[config.mk]
export PLATFORM = sky130hd
export DESIGN_NAME = id_ex_stage_register
export DESIGN_NICKNAME = d
export VERILOG_FILES = /design/src/rtl/pipeline_pkg.sv /design/src/rtl/id_ex_bypass_mux.sv /design/src/rtl/id_ex_stage_register.sv
export SDC_FILE = /design/constraint.sdc
export NUM_CORES = 1
export LEC_CHECK = 0
export ABC_CLOCK_PERIOD_IN_PS = 3400
export CAP_MARGIN = 5
export CORE_AREA = 2 2 115 117
export DETAILED_ROUTE_END_ITERATION = 16
export DIE_AREA = 0 0 117 119
export PLACE_DENSITY = 0.86
export SLEW_MARGIN = 20
export SYNTH_ARGS = -nofsm -noshare
export SYNTH_HDL_FRONTEND = slang
export SYNTH_SLANG_ARGS = --single-unit
[constraint.sdc]
create_clock -name Clock -period 3.4 [get_ports Clock]
set_clock_uncertainty 0.2 [all_clocks]
set_input_delay 0.68 -clock Clock [delete_from_list [all_inputs] [get_ports Clock]]
set_output_delay 0.68 -clock Clock [all_outputs]
set_load 0.005 [all_outputs]
[src/rtl/pipeline_pkg.sv]
// Shared pipeline definitions.
//   DATA_W / ADDR_W / CTRL_W / CNT_W : default widths for stage registers
//   REG_ZERO                         : hard-wired zero register address
//   CTRL_*                           : bit positions inside the control bundle
//                                      {ALUOp[2:0],ALUSrc,MemToReg,MemWrite,MemRead,RegWrite}
package pipeline_pkg;
  localparam int DATA_W = 32;
  localparam int ADDR_W = 5;
  localparam int CTRL_W = 8;
  localparam int CNT_W  = 16;

  localparam logic [4:0] REG_ZERO = 5'd0;

  localparam int CTRL_REG_WRITE  = 0;
  localparam int CTRL_MEM_READ   = 1;
  localparam int CTRL_MEM_WRITE  = 2;
  localparam int CTRL_MEM_TO_REG = 3;
  localparam int CTRL_ALU_SRC    = 4;
  localparam int CTRL_ALU_OP_LO  = 5;
  localparam int CTRL_ALU_OP_HI  = 7;
endpackage

[src/rtl/id_ex_bypass_mux.sv]
// Operand selection for one register-file read port.
//   addr    : source register address being read
//   rf_data : register-file read data (pre-write value on a same-cycle write)
//   wb_en, wb_addr, wb_data : writeback port, same nets as the register-file write
//   operand : value EX should see for this source
// Register 0 always reads zero. Otherwise a writeback to the same address in
// this cycle wins, because the register file only commits it on the edge.
module id_ex_bypass_mux #(
  parameter int DATA_W = 32,
  parameter int ADDR_W = 5
) (
  input  logic [ADDR_W-1:0] addr,
  input  logic [DATA_W-1:0] rf_data,
  input  logic              wb_en,
  input  logic [ADDR_W-1:0] wb_addr,
  input  logic [DATA_W-1:0] wb_data,
  output logic [DATA_W-1:0] operand
);
  always_comb begin
    operand = rf_data;
    if (addr == '0) begin
      operand = '0;
    end else if (wb_en && (wb_addr == addr)) begin
      // addr is non-zero here, so wb_addr is non-zero too
      operand = wb_data;
    end
  end
endmodule

[src/rtl/id_ex_stage_register.sv]
// ID/EX pipeline register with writeback bypass, load-use hazard detection
// and bubble insertion.
//   Clock, Reset_n        : rising-edge clock, asynchronous active-low reset
//   Instr_valid, Rs_addr, Rt_addr, Dest_addr, Uses_rt, Read_data1/2, Imm, Ctrl_in
//                         : decoded instruction from ID
//   WB_Write_En/addr/data : writeback port (bypassed into the captured operands)
//   Flush                 : ID instruction is wrong-path
//   Stall_out             : combinational, IF/ID and PC hold this cycle
//   Ex_*                  : registered EX-stage view of the instruction
//   Bubble_count          : saturating count of bubbles caused by Flush or stall
// Stall protocol: Stall_out is asserted in the same cycle as the dependent
// instruction sits in ID; the edge then loads a bubble into EX and ID holds.
// Because the bubble clears Ex_valid, a stall never lasts more than one cycle.
module id_ex_stage_register #(
  parameter int DATA_W = pipeline_pkg::DATA_W,
  parameter int ADDR_W = pipeline_pkg::ADDR_W,
  parameter int CTRL_W = pipeline_pkg::CTRL_W,
  parameter int CNT_W  = pipeline_pkg::CNT_W
) (
  input  logic              Clock,
  input  logic              Reset_n,
  input  logic              Instr_valid,
  input  logic [ADDR_W-1:0] Rs_addr,
  input  logic [ADDR_W-1:0] Rt_addr,
  input  logic [ADDR_W-1:0] Dest_addr,
  input  logic              Uses_rt,
  input  logic [DATA_W-1:0] Read_data1,
  input  logic [DATA_W-1:0] Read_data2,
  input  logic [DATA_W-1:0] Imm,
  input  logic [CTRL_W-1:0] Ctrl_in,
  input  logic              WB_Write_En,
  input  logic [ADDR_W-1:0] WB_Write_addr,
  input  logic [DATA_W-1:0] WB_Write_data,
  input  logic              Flush,
  output logic              Stall_out,
  output logic              Ex_valid,
  output logic [DATA_W-1:0] Ex_rs_data,
  output logic [DATA_W-1:0] Ex_rt_data,
  output logic [DATA_W-1:0] Ex_imm,
  output logic [ADDR_W-1:0] Ex_rs_addr,
  output logic [ADDR_W-1:0] Ex_rt_addr,
  output logic [ADDR_W-1:0] Ex_dest_addr,
  output logic [CTRL_W-1:0] Ex_ctrl,
  output logic [CNT_W-1:0]  Bubble_count
);
  import pipeline_pkg::*;

  localparam logic [ADDR_W-1:0] ZERO_ADDR = ADDR_W'(REG_ZERO);
  localparam logic [CNT_W-1:0]  CNT_ONE   = CNT_W'(1);
  localparam logic [CNT_W-1:0]  CNT_MAX   = '1;

  logic [DATA_W-1:0] rs_operand;
  logic [DATA_W-1:0] rt_operand;
  logic              hazard;
  logic              counted_bubble;
  logic              insert_bubble;

  id_ex_bypass_mux #(.DATA_W(DATA_W), .ADDR_W(ADDR_W)) u_rs_mux (
    .addr    (Rs_addr),
    .rf_data (Read_data1),
    .wb_en   (WB_Write_En),
    .wb_addr (WB_Write_addr),
    .wb_data (WB_Write_data),
    .operand (rs_operand)
  );

  id_ex_bypass_mux #(.DATA_W(DATA_W), .ADDR_W(ADDR_W)) u_rt_mux (
    .addr    (Rt_addr),
    .rf_data (Read_data2),
    .wb_en   (WB_Write_En),
    .wb_addr (WB_Write_addr),
    .wb_data (WB_Write_data),
    .operand (rt_operand)
  );

  // A load in EX whose result is needed by the instruction in ID. Rt only
  // matters when the instruction actually reads it as an operand.
  always_comb begin
    hazard = Instr_valid && Ex_valid && Ex_ctrl[CTRL_MEM_READ] &&
             (Ex_dest_addr != ZERO_ADDR) &&
             ((Ex_dest_addr == Rs_addr) || (Uses_rt && (Ex_dest_addr == Rt_addr)));
  end

  // Flush overrides the stall: a wrong-path instruction must not hold the front end.
  assign Stall_out      = hazard && !Flush;
  assign counted_bubble = Flush || Stall_out;
  assign insert_bubble  = counted_bubble || !Instr_valid;

  always_ff @(posedge Clock or negedge Reset_n) begin
    if (!Reset_n) begin
      Ex_valid     <= 1'b0;
      Ex_rs_data   <= '0;
      Ex_rt_data   <= '0;
      Ex_imm       <= '0;
      Ex_rs_addr   <= '0;
      Ex_rt_addr   <= '0;
      Ex_dest_addr <= '0;
      Ex_ctrl      <= '0;
      Bubble_count <= '0;
    end else begin
      // Data and address fields load every cycle; a bubble is marked solely by
      // Ex_valid=0 and a zeroed control bundle.
      Ex_rs_data   <= rs_operand;
      Ex_rt_data   <= rt_operand;
      Ex_imm       <= Imm;
      Ex_rs_addr   <= Rs_addr;
      Ex_rt_addr   <= Rt_addr;
      Ex_dest_addr <= Dest_addr;
      if (insert_bubble) begin
        Ex_valid <= 1'b0;
        Ex_ctrl  <= '0;
      end else begin
        Ex_valid <= 1'b1;
        Ex_ctrl  <= Ctrl_in;
      end
      if (counted_bubble && (Bubble_count != CNT_MAX)) begin
        Bubble_count <= Bubble_count + CNT_ONE;
      end
    end
  end
endmodule

==> impl_metrics.csv, run 1 <==
group,metric,value,unit
status,status,"complete, no violations",
worst_setup_path,timing.rr.end,"Bubble_count[1]",
pwr,leakagePower,3.76,nW
sta,fin_hold_ws,0.0912,ns
global_route,grt_antenna_before_repair,0,
place,place_inst,861,
die,core,12900,um^2
synth,synth_area,5100,um^2
route,wl_per_cell,19.1,um
place,placed_area,8380,um^2
worst_setup_path,cp_slowest_stage_delay,0.53,ns
sta,timing.final.ws_setup,0.121,ns
sta,rsz0062_at_grt,"false",
synth,ys_top_cells_by_area,"dfrtp_1, mux2i_1, nor2_1",
pwr,vdd_drop_max,0.000399,V
worst_setup_path,cp_slowest_cell,"clkdlybuf4s50_1",
pwr,swShare,22.6,%
die,num_rows,42,
pwr,p_seq_share,39.4,%
layout,finalNetCount,867,
place,dpl.hpwl,12800,um
worst_setup_path,path_cells,"clkdlybuf4s50_1 > xnor2_1 > nand4_1 > o22ai_2 > nand2_1 > nor2_1 > clkdlybuf4s50_1",
route,drt_wl_total,17100,um
worst_setup_path,startpoint_type,"input pin",
route,initialDrtViolationCount,317,
layout,syn_to_final_growth,78.1,%
clocking,cts_root_buffer,"clkbuf_16",
worst_setup_path,cp_max_fo,2,
worst_setup_path,reg2reg_from,"Bubble_count[0]",
synth,async_flop_share,100,%
die,fp.dieW,117,um
pwr,p_total,4.73,mW
sta,tns,0,ns
die,ios,299,
synth,synth_ff_type,"dfrtp_1",
synth,synth_seq_cells,136,
clocking,cts_tree,"done",
worst_setup_path,cp_num_buf_inv,2,
route,drc,0,
global_route,grt_usage,25.2,%
pwr,internal_power,3.66,mW
sta,slew_headroom,52.9,%
clocking,hold_buffers,0,
global_route,grt_pass1_vias,4577,
sta,slew_violations,0,
clocking,cts_resized,0,
die,die_h,119,um
route,drtPass1Iterations,4,
global_route,overflow,0,
synth,yosysWarnings,0,
layout,diodes,0,
clocking,clockBufferDepth,2,
clocking,cts_sinks,136,
min_path,worstHoldPathType,"in -> async",
die,die_area,13900,um^2
sta,final.period_utilization,96.4,%
synth,synth_nets,549,
worst_setup_path,end_kind,"output pin",
worst_setup_path,reg2reg_slack,0.96,ns
pwr,netSwitchingPower,1.07,mW
sta,finalSetupViolations,0,
sta,fmax,305,MHz
synth,synth_edf_count,0,
job,max_cap_viol_count,0,
worst_setup_path,critical-path-top-delay-family,"buffers and inverters",
place,numPortBuffers,298,
synth,syn_inst,386,
global_route,grt_pass1_wl,25700,um
sta,hold_viol,0,
worst_setup_path,cp.arrival,2.40,ns
place,pre_cts_ws,0.0784,ns
worst_setup_path,required,2.52,ns
clocking,htree_num_levels,4,
synth,seq_area_frac_synth,66.8,%
place,place.gp.congestion,0.877,
worst_setup_path,cpMostUsedCell,"clkdlybuf4s50_1",
synth,yosysTopAreaCell,"dfrtp_1",
synth,synth_top_area_share,66.8,%
clocking,cts_buffers,17,
global_route,grt_max_degree,77,
pwr,p_clk_share,44.1,%
worst_setup_path,r2r_cells,6,
clocking,cts.clk_slew.worst_paths,0.06,ns
layout,fin_area,9080,um^2
pwr,p_comb_share,16.4,%
layout,finish.utilization,70.5,%
sta,worst_slew_pin_slew,0.707,ns
clocking,clk_latency,0.41,ns
sta,min_period,3.28,ns
route,ant_nets,0,
die,initial_utilization,39.6,%
route,vias_per_cell,4.84,
synth,synthDistinctLibCells,37,
layout,drive_gt1_share,9.21,%
layout,final-instance-count-excl-fill,893,
synth,syn-mean-instance-area,13.2,um^2
route,dr_total_vias,4322,
clocking,post_cts_buffers,0,
pwr,power_per_cell_area,521,nW/um^2
worst_setup_path,path_class,"in -> out",
==> worst reg2reg max path, stage by stage, from the launching register on <==
cell and delay (ns):
dfrtp_1 0.46, ha_1 0.23, nand3_1 0.20, or3_1 0.52
nor2_2 0.26, nor2_1 0.12, mux2_1 0.35
==> cells in the mapped netlist, drive strengths merged (3+ instances only) <==
cell and number:
dfrtp 136, nor2 72, mux2i 64, xor2 17
xnor2 13, and3 11, buf 10, clkbuf 8
nand2 8, nand3 8, nor3 5, nor4 5
mux2 4, or4 3
==> power by group through the flow <==
stage               clock network (mW)  logic [mW]  registers [mW]
finish                            2.08       0.777            1.86
global route                      2.18       0.838            1.88
CTS                               2.11       0.783            1.86
detailed placement                   0       0.775            1.89
global placement                     0       0.754            1.88
floorplan                            0       0.182            1.88
==> flip-flops by register name, indices dropped and copies added (netlist names) <==
signal,cells
Bubble_count,16
Ex_ctrl,8
Ex_dest_addr,5
Ex_imm,32
Ex_rs_addr,5
Ex_rs_data,32
Ex_rt_addr,5
Ex_rt_data,32
Ex_valid,1
==> layout by cell type, fill, tap and decap left out, drive strengths merged, types with 2 or more instances in the layout <==
master	count
nand2	8
and3	11
a21oi	2
inv	3
dfrtp	136
nand3	8
clkinvlp	3
mux2	4
or4	3
dlymetal6s2s	2
bufinv	5
clkdlybuf4s50	295
nand4	2
nor4b	2
clkbuf	22
buf	20
o21ai	2
nor3b	2
nor3	5
nor2	72
xnor2	13
xor2	17
mux2i	64
nor4	5
==> worst max path at each step <==
stage / slack (ns) / from / end / cells after the start
5_1_grt: 0.02 / Rt_addr[1] / Stall_out / 7
4_1_cts: 0.10 / Rs_addr[2] / Stall_out / 7
3_5_place_dp: 0.08 / Rs_addr[2] / Bubble_count[1] / 7
6_report: 0.12 / Rt_addr[2] / Stall_out / 7
2_1_floorplan: 1.21 / Rs_addr[4] / Bubble_count[12] / 7
3_3_place_gp: 0.15 / Rs_addr[2] / Stall_out / 7
==> per-layer routing <==
metal | wire length, um | vias up | GRT usage (%)
met1 | 6550 | 2101 | 29.4
met5 | 0 | - | 0
met4 | 520 | 0 | 10.7
met3 | 1130 | 44 | 6.62
li1 | - | 1940 | -
met2 | 8850 | 237 | 43.1
==> kinds of logic (layout without fill, tap and decap cells) <==
group | Yosys count | in the layout | synth area share (%)
DFF | 136 | 136 | 66.8
and+or+nand+nor | 122 | 122 | 11.5
muxes | 68 | 68 | 13.5
xor gates and xnor gates | 30 | 30 | 5.15
buffers and inverters | 20 | 351 | 1.77
AOI/OAI and AO/OA | 9 | 9 | 1.15
adders and majority gates | 1 | 1 | 0.245
==> area by class of cell <==
| class | instances | area (um^2) |
|---|---|---|
| clock buffers | 22 | 494 |
| well taps | 176 | 220 |
| flip-flops and latches | 136 | 3400 |
| inverters | 2 | 7.51 |
| fillers | 868 | 3800 |
| repair buffers | 317 | 3140 |
| clock inverters | 10 | 186 |
| multi-input cells | 230 | 1620 |
Power figures use the tool's default switching activity.
==> run 2, diff against run 1 <==
Settings changed: ABC_CLOCK_PERIOD_IN_PS 3400 to 3890, CAP_MARGIN 5 to 10.
Clock period 3.4 ns to 3.89 ns, I/O delays scaled along.
==> run 2 against run 1 <==
  * Register-to-register slack better by 0.53 ns
  * Core utilization is 1.2 points lower
  * Critical path depth unchanged
  * Wire length decreased by 1.1%
  * Sequential share of layout area is 0.66 points higher
  * Combinational power fell by 14%
  * Die area is the same
  * Clock-buffer cell count grew 2
  * Sequential power is 13% lower
  * Largest cell class unchanged
  * Largest power group is now sequential cells
==> impl_metrics.csv, run 2 (synthesized netlist as in run 1, its figures left out) <==
group,metric,value,unit
die,initial_utilization,39.6,%
layout,nFillCells,897,
clocking,htree_num_levels,4,
route,dr_total_vias,4207,
clocking,cts_sinks,136,
route,met3_length,1080,um
clocking,cts.clk_slew.worst_paths,0.06,ns
sta,rsz0062_at_grt,"false",
clocking,cts_root_buffer,"clkbuf_16",
global_route,overflow,0,
pwr,p_seq_share,41.7,%
pwr,p_clk_share,41.1,%
sta,finalSetupViolations,0,
sta,min_period,3.50,ns
worst_setup_path,path_class,"in -> out",
sta,final.period_utilization,90.0,%
layout,syn_to_final_growth,75.0,%
pwr,vdd_drop_max,0.000375,V
pwr,swShare,23.2,%
sta,tns,0,ns
pwr,netSwitchingPower,902,uW
route,wl_met2,9000,um
worst_setup_path,cp_slowest_cell,"clkdlybuf4s50_1",
worst_setup_path,cp_num_buf_inv,2,
worst_setup_path,required,2.91,ns
place,place.gp.congestion,0.845,
sta,slew_headroom,44.0,%
route,initialDrtViolationCount,362,
route,drtPass1Iterations,4,
sta,hold_viol,0,
min_path,worstHoldPathType,"in -> async",
clocking,clockBufferDepth,2,
status,status,"complete, no violations",
worst_setup_path,end_kind,"output pin",
layout,top_regs,"Ex_imm: 32 flops, Ex_rs_data: 32 flops, Ex_rt_data: 32 flops",
worst_setup_path,cp_max_fo,4,
worst_setup_path,cpMostUsedCell,"clkdlybuf4s50_1",
sta,worst_slew_pin_slew,0.839,ns
pwr,p_total,3.89,mW
die,fp.dieW,117,um
sta,timing.final.ws_setup,0.390,ns
die,core,12900,um^2
clocking,hold_buffers,0,
die,num_rows,42,
global_route,grt_antenna_before_repair,1,
die,die_h,119,um
route,m1WireLength,6360,um
worst_setup_path,critical-path-top-delay-family,"buffers and inverters",
clocking,clk_latency,0.42,ns
clocking,cts_tree,"done",
pwr,power_per_cell_area,436,nW/um^2
pwr,p_comb_share,17.3,%
worst_setup_path,cp.arrival,2.52,ns
die,die_area,13900,um^2
job,max_cap_viol_count,0,
global_route,grt_pass1_wl,25600,um
layout,drive_gt1_share,7.09,%
clocking,cts_buffers,17,
die,ios,299,
place,dpl.hpwl,12800,um
route,vias_per_cell,4.77,
worst_setup_path,startpoint_type,"input pin",
global_route,grt_max_degree,92,
route,drc,0,
sta,slew_violations,0,
place,numPortBuffers,298,
layout,final_cell_mix,"clkdlybuf4s50_1, dfrtp_1, nor2_1, mux2i_1",
sta,fmax,286,MHz
route,drt_wl_total,16900,um
route,wl_per_cell,19.1,um
layout,mostFrequentLayoutCell,"clkdlybuf4s50_1",
place,pre_cts_ws,0.402,ns
route,route.top_layer_used,"met4",
pwr,leakagePower,3.66,nW
route,ant_nets,0,
worst_setup_path,cp_slowest_stage_delay,0.57,ns
global_route,grt_pass1_vias,4570,
clocking,post_cts_buffers,0,
pwr,internal_power,2.99,mW
layout,finalNetCount,856,
worst_setup_path,path_cells,"clkdlybuf4s50_1 > xnor2_1 > nand3_1 > o22ai_1 > nand2_1 > nor2_1 > clkdlybuf4s50_1",
global_route,grt_usage,24.9,%
clocking,cts_resized,0,
[run 2: cell count changes in the layout (fill, tap and decap cells not counted), sizes merged]
cell,before,now
diode,0,1
clkinv,1,4
bufinv,5,2
inv,3,2
clkdlybuf4s50,295,297
clkbuf,22,24
dlymetal6s2s,2,0
clkinvlp,3,1
buf,20,9
[run 2: metrics by stage]
stage	std cells	instance area, um^2	util [%]	hold WS [ns]
after floorplan	386	5100	-	0.282
after global placement	850	8320	64.7	0.281
after detailed placement	850	8320	64.7	0.303
after CTS	881	8920	69.3	0.268
after global routing	882	8920	69.3	0.315
final	882	8920	69.3	0.234
[run 2: power by group through the flow]
stage                     registers, mW  logic, mW  clock network [mW]
after floorplan                    1.64      0.159                   0
after detailed placement           1.64      0.673                   0
after CTS                          1.62      0.678                1.62
final                              1.62      0.672                1.60
after global routing               1.64      0.729                1.70
after global placement             1.64      0.650                   0
[run 2: path summary, 6_finish.rpt]
check	end	cells after the start	from	slack (ns)
setup / recovery	Stall_out	7	Rs_addr[4]	0.39
hold / removal	Ex_imm[13]	1	Reset_n	0.23
setup reg to reg	Bubble_count[1]	6	Bubble_count[0]	1.49
hold reg to reg	Bubble_count[15]	1	Bubble_count[15]	0.31
max in group asynchronous	Ex_rt_data[5]	2	Reset_n	2.51
min in group Clock	Bubble_count[15]	1	Bubble_count[15]	0.31
[run 2: final cells by class]
cell class | instances | area [um^2] | share of cell area [%]
Timing Repair Buffer | 306 | 3080 | 34.5
Clock buffer | 24 | 502 | 5.62
Clock inverter | 7 | 91.3 | 1.02
Multi-Input combinational cell | 230 | 1610 | 18.1
Inverter | 2 | 7.51 | 0.0842
Sequential cell | 136 | 3400 | 38.2
Antenna cell | 1 | 2.50 | 0.0281
Tap cell | 176 | 220 | 2.47
[run 2: metal layers]
| metal | up-vias | GRT usage, % |
|---|---|---|
| li1 | 1917 | - |
| met1 | 2060 | 28.4 |
| met2 | 193 | 43.6 |
| met3 | 37 | 6.82 |
| met4 | 0 | 10.2 |
| met5 | - | 0 |
